`src/rtl/reg_bank_pkg.sv`:
```
// Shared constants and helpers for the general-purpose register bank.
package reg_bank_pkg;

  localparam int RB_MAX_REGS   = 64;
  localparam int RB_PAIR_ALIGN = 2;

  // A pair occupies addr and addr+1; the base must be aligned and the top word must exist.
  function automatic bit rb_pair_ok(input int addr, input int num);
    return ((addr % RB_PAIR_ALIGN) == 0) && ((addr + 1) < num);
  endfunction

endpackage

```
`src/rtl/reg_bank_rdport.sv`:
```
// One combinational read port: range check, write-first bypass, optional zero register 0.
// R0_ZERO_EN defined: address 0 always reads as zero.
module reg_bank_rdport
  import reg_bank_pkg::*;
#(
  parameter int DATA_WIDTH = 32,
  parameter int NUM_REGS   = 16,
  parameter int ADDR_WIDTH = $clog2(NUM_REGS)
) (
  input  logic [NUM_REGS-1:0][DATA_WIDTH-1:0] regs,
  input  logic [ADDR_WIDTH-1:0]               rd_addr,
  input  logic                                byp_lo_en,
  input  logic [ADDR_WIDTH-1:0]               byp_lo_addr,
  input  logic [DATA_WIDTH-1:0]               byp_lo_data,
  input  logic                                byp_hi_en,
  input  logic [ADDR_WIDTH-1:0]               byp_hi_addr,
  input  logic [DATA_WIDTH-1:0]               byp_hi_data,
  output logic [DATA_WIDTH-1:0]               rd_data
);

  always_comb begin
    rd_data = '0;
    if (int'(rd_addr) < NUM_REGS) begin
      rd_data = regs[rd_addr];
      if (byp_lo_en && (byp_lo_addr == rd_addr)) rd_data = byp_lo_data;
      if (byp_hi_en && (byp_hi_addr == rd_addr)) rd_data = byp_hi_data;
    end
`ifdef R0_ZERO_EN
    if (rd_addr == '0) rd_data = '0;
`else
`endif
  end

endmodule

```
`src/rtl/reg_bank.sv`:
```
// Parametrised register bank: single/pair write, two bypassed read ports, sync flush.
// R0_ZERO_EN defined: register 0 is hard-wired to zero and writes to it are dropped.
module reg_bank
  import reg_bank_pkg::*;
#(
  parameter int                    DATA_WIDTH = 32,
  parameter int                    NUM_REGS   = 16,
  parameter int                    ADDR_WIDTH = $clog2(NUM_REGS),
  parameter logic [DATA_WIDTH-1:0] INIT       = '0
) (
  input  logic                  clock,
  input  logic                  clear_n,
  input  logic                  flush,
  input  logic                  wr_en,
  input  logic                  wr_pair,
  input  logic [ADDR_WIDTH-1:0] wr_addr,
  input  logic [DATA_WIDTH-1:0] wr_data,
  input  logic [DATA_WIDTH-1:0] wr_data_hi,
  input  logic [ADDR_WIDTH-1:0] rd_addr_a,
  output logic [DATA_WIDTH-1:0] rd_data_a,
  input  logic [ADDR_WIDTH-1:0] rd_addr_b,
  output logic [DATA_WIDTH-1:0] rd_data_b,
  output logic                  wr_err
);

  logic [NUM_REGS-1:0][DATA_WIDTH-1:0] mem;
  logic                                wr_ok;
  logic                                wr_acc;
  logic                                lo_we;
  logic                                hi_we;
  logic [ADDR_WIDTH-1:0]               hi_addr;

  assign hi_addr = wr_addr + ADDR_WIDTH'(1);

  always_comb begin
    wr_ok  = wr_pair ? rb_pair_ok(int'(wr_addr), NUM_REGS) : (int'(wr_addr) < NUM_REGS);
    // reset and flush both suppress the write, so the bypass must not show it either
    wr_acc = wr_en && wr_ok && !flush && clear_n;
    hi_we  = wr_acc && wr_pair;
    lo_we  = wr_acc;
`ifdef R0_ZERO_EN
    if (wr_addr == '0) lo_we = 1'b0;
`else
`endif
  end

  always_ff @(posedge clock or negedge clear_n) begin
    if (!clear_n) begin
      mem    <= {NUM_REGS{INIT}};
      wr_err <= 1'b0;
    end else if (flush) begin
      mem    <= '0;
      wr_err <= 1'b0;
    end else if (wr_en) begin
      wr_err <= !wr_ok;
      if (lo_we) mem[wr_addr] <= wr_data;
      if (hi_we) mem[hi_addr] <= wr_data_hi;
    end
  end

  reg_bank_rdport #(
    .DATA_WIDTH(DATA_WIDTH), .NUM_REGS(NUM_REGS), .ADDR_WIDTH(ADDR_WIDTH)
  ) u_rd_a (
    .regs(mem), .rd_addr(rd_addr_a),
    .byp_lo_en(lo_we), .byp_lo_addr(wr_addr), .byp_lo_data(wr_data),
    .byp_hi_en(hi_we), .byp_hi_addr(hi_addr), .byp_hi_data(wr_data_hi),
    .rd_data(rd_data_a)
  );

  reg_bank_rdport #(
    .DATA_WIDTH(DATA_WIDTH), .NUM_REGS(NUM_REGS), .ADDR_WIDTH(ADDR_WIDTH)
  ) u_rd_b (
    .regs(mem), .rd_addr(rd_addr_b),
    .byp_lo_en(lo_we), .byp_lo_addr(wr_addr), .byp_lo_data(wr_data),
    .byp_hi_en(hi_we), .byp_hi_addr(hi_addr), .byp_hi_data(wr_data_hi),
    .rd_data(rd_data_b)
  );

endmodule

```
`config.mk`:
```
export PLATFORM = sky130hd
export DESIGN_NAME = reg_bank
export DESIGN_NICKNAME = d
export VERILOG_FILES = /design/src/rtl/reg_bank_pkg.sv /design/src/rtl/reg_bank_rdport.sv /design/src/rtl/reg_bank.sv
export SDC_FILE = /design/constraint.sdc
export NUM_CORES = 2
export LEC_CHECK = 0
export BUFFER_PORTS_ARGS = -buffer_cell sky130_fd_sc_hd__clkbuf_2
export CORE_ASPECT_RATIO = 1.75
export CORE_MARGIN = 3
export CORE_UTILIZATION = 51
export DETAILED_ROUTE_END_ITERATION = 12
export PLACE_DENSITY_LB_ADDON = 0.25
export SETUP_SLACK_MARGIN = 0.15
export SYNTH_ARGS = -nofsm -noshare
export SYNTH_HDL_FRONTEND = slang
export SYNTH_SLANG_ARGS = --single-unit
```
`constraint.sdc`:
```
create_clock -name clock -period 5.7 [get_ports clock]
set_input_delay 1.14 -clock clock [delete_from_list [all_inputs] [get_ports clock]]
set_output_delay 1.14 -clock clock [all_outputs]
set_load 0.005 [all_outputs]
```
==> flow_summary_export.csv <==
group,metric,value,unit
cts,clkLatencyLatePin,640,ps
floorplanning,dieArea,74100,um^2
sta,hold_ws,368,ps
cts,path_clk_slew,60,ps
sta,finClkSkew,0,ps
floorplanning,die_w,207,um
worst_setup_path,start_kind,"primary input",
power_and_ir_drop,power_leakage,15.4,nW
cells_and_area,final_nets,3364,
yosys,postSynthCellCount,3459,
worst_setup_path,critical-path-slowest-cell,"nand2_2",
sta,hold_viol,0,
yosys,synth_edf_count,0,
cts,postCtsSetupRepairBufs,0,
yosys,synth_nets,3548,
worst_setup_path,path_buf_inv,2,
routing,drtPass1Iterations,6,
grt,antenna_found_initial,16,
placed_design,dp_hpwl,97300,um
power_and_ir_drop,p_sw,2.41,mW
grt,grt_pass1_wl,238000,um
worst_setup_path,worst-path-max-fanout,32,
worst_setup_path,worst_ep_arrival_time,4170,ps
power_and_ir_drop,vdd_ir_drop_max,0.256,mV
grt,grt_max_degree,235,
worst_setup_path,reg2regPathDepth,3,
routing,num_vias,34600,
yosys,synth_cell_types,52,
grt,overflow,0,
power_and_ir_drop,p_per_area,212,nW/um^2
cts,cts_resized,0,
sta,clock.fmax,0.188,GHz
floorplanning,num_io_pins,146,
cts,cts_num_sinks,513,
placed_design,numPortBuffers,145,
routing,ant_nets,0,
floorplanning,die_h,358,um
power_and_ir_drop,switching_share,29.2,%
cts,cts_buffer_depth,3,
run,maxCapViolations,0,
sta,rsz0062_at_grt,"no",
cells_and_area,drive_gt1_share,22.1,%
yosys,syn_area_per_cell,10.4,um^2
sta,drv_slew,0,
worst_setup_path,cp.required,4560,ps
worst_setup_path,cp.depth,7,
cells_and_area,layout_common_cells,"607 x a211oi_1, 513 x dfrtp_1, 266 x mux4_2, 223 x mux2i_1, 197 x a21oi_1",
grt,grt_pass1_vias,34800,
floorplanning,rows,128,
cells_and_area,syn_to_final_growth,7.74,%
sta,tns,0,ps
yosys,yosys.area.top_type,"dfrtp_1",
worst_setup_path,critical_path_class,"in -> out",
cts,root_buffer,"clkbuf_16",
routing,drt-initial-drc-count,5381,
power_and_ir_drop,p_int,5.85,mW
routing,wl,163000,um
sta,min_period,5310,ps
routing,vias_per_cell,8.18,
floorplanning,initial_core_util,51.7,%
routing,wl_per_cell,38.4,um
worst_setup_path,cpPeakStageDelay,980,ps
yosys,ys_ff_latch,513,
yosys,synth-main-ff-cell,"dfrtp_1",
power_and_ir_drop,seqPwrFrac,44.4,%
placed_design,routabilityCongestion,0.978,
worst_setup_path,end_kind,"output pin",
yosys,yosysTopAreaCellShare,35.6,%
status,status,"finished, final reports clean",
placed_design,dp_cells,4130,
cts,cts_tree,"done",
cells_and_area,final_common_cell,"a211oi_1",
grt,grt.total_usage,42.8,%
cts,cts_max_level,2,
power_and_ir_drop,pwr-share-comb,13.3,%
routing,drc,0,
worst_setup_path,crit_chain,"clkbuf_2 > a31o_2 > a21oi_1 > nand2_2 > o211ai_1 > a21oi_1 > clkbuf_2",
worst_setup_path,crit_family,"compound AO/OA/AOI/OAI gates",
yosys,seq_area_frac_synth,35.6,%
min_path,min_path_type,"in -> async",
power_and_ir_drop,clkPwrFrac,42.2,%
yosys,synth_warnings,0,
sta,worstMarginPinSlew,1340,ps
cells_and_area,final_cells,4231,
cts,holdBufCountCts,0,
sta,slew_headroom,10.6,%
cts,cts_made_buffers,52,
yosys,postSynth.asyncResetShare,100,%
sta,finalSetupViolations,0,
yosys,synthTopCellsByArea,"dfrtp_1 36%, mux4_2 17%, a211oi_1 13%, mux2i_1 6.2%, clkbuf_1 3.6%",
yosys,syn_area,36100,um^2
sta,fin_crit_sh,93.1,%
floorplanning,core,69800,um^2
kinds of logic (layout without fill, tap and decap cells):
family | count (synthesis) | count (layout) | synth area share (%)
buffers and inverters | 530 | 378 | 6.30
other | 0 | 14 | 0
multiplexers | 516 | 516 | 23.6
flip-flops | 513 | 513 | 35.6
AO/OA/AOI/OAI | 1089 | 1089 | 22.2
XOR/XNOR | 15 | 15 | 0.440
adder cells (fa/ha/maj) | 8 | 8 | 0.277
AND/OR/NAND/NOR | 788 | 788 | 11.6
synth_stat cells (27+ instances only):
cell type  instances
a2111oi_0         31
a211oi_1         607
a21oi_1          197
a221o_1           32
a32oi_1          128
and2_1            67
buf_1             27
buf_2            116
clkbuf_1         350
dfrtp_1          513
mux2i_1          223
mux4_2           266
nand2_1          126
nand3_1           69
nand3_2           31
nor2_1           133
nor2b_1          129
nor3_1           193
o211ai_1          87
worst register-to-register path, cell delays in order (launching register included):
cell	delay [ps]
dfrtp_1	410
nor2b_1	140
a211oi_1	270
a211oi_1	100
power groups by stage:
| stage | clock network (mW) | logic, mW | registers, mW |
|---|---|---|---|
| 6_report | 3.49 | 1.10 | 3.67 |
| 5_1_grt | 3.63 | 1.13 | 3.67 |
| 4_1_cts | 3.49 | 1.06 | 3.67 |
| 3_5_place_dp | 0 | 1.05 | 3.74 |
| 3_3_place_gp | 0 | 1.04 | 3.74 |
| 2_1_floorplan | 0 | 0.596 | 3.73 |
sequential cells by signal, indices dropped and copies added, names as in the netlist:
signal	cells
mem	512
wr_err	1
per-stage QoR:
step,worst slack (ps),power [mW],utilization [%],area (um^2)
after detailed placement,336,4.79,53.3,37200
after global placement,372,4.78,53.3,37200
after global routing,299,8.43,55.7,38900
after floorplan,1670,4.33,-,36100
after CTS,335,8.22,55.6,38900
final,394,8.26,55.7,38900
path summary, 6_finish.rpt:
check / start / end / slack, ps
min in group clock: mem[229] / mem[229] / 550
setup / recovery: wr_addr[3] / rd_data_b[20] / 390
hold / removal: clear_n / mem[5] / 370
max in group asynchronous: clear_n / mem[40] / 2540
hold reg to reg: mem[229] / mem[229] / 550
setup reg to reg: mem[90] / mem[90] / 4610
cell type report:
cell class                 instances  area, um^2
tap                              910        1140
clock inverter                     8        92.6
antenna                           14        35.0
inverter                           7        26.3
clock buffer                      78        1520
multi-input combinational       2416       21200
fill                            6058       30900
timing repair buffer             285        2050
sequential                       513       12800
metal layers:
| layer | track usage [%] | part of all wire, % |
|---|---|---|
| met4 | 36.2 | 11 |
| met3 | 12.7 | 13 |
| met5 | 0 | 0.035 |
| met1 | 50.1 | 32 |
| met2 | 64.6 | 44 |
Note: power is estimated with default switching activity, not from simulation.
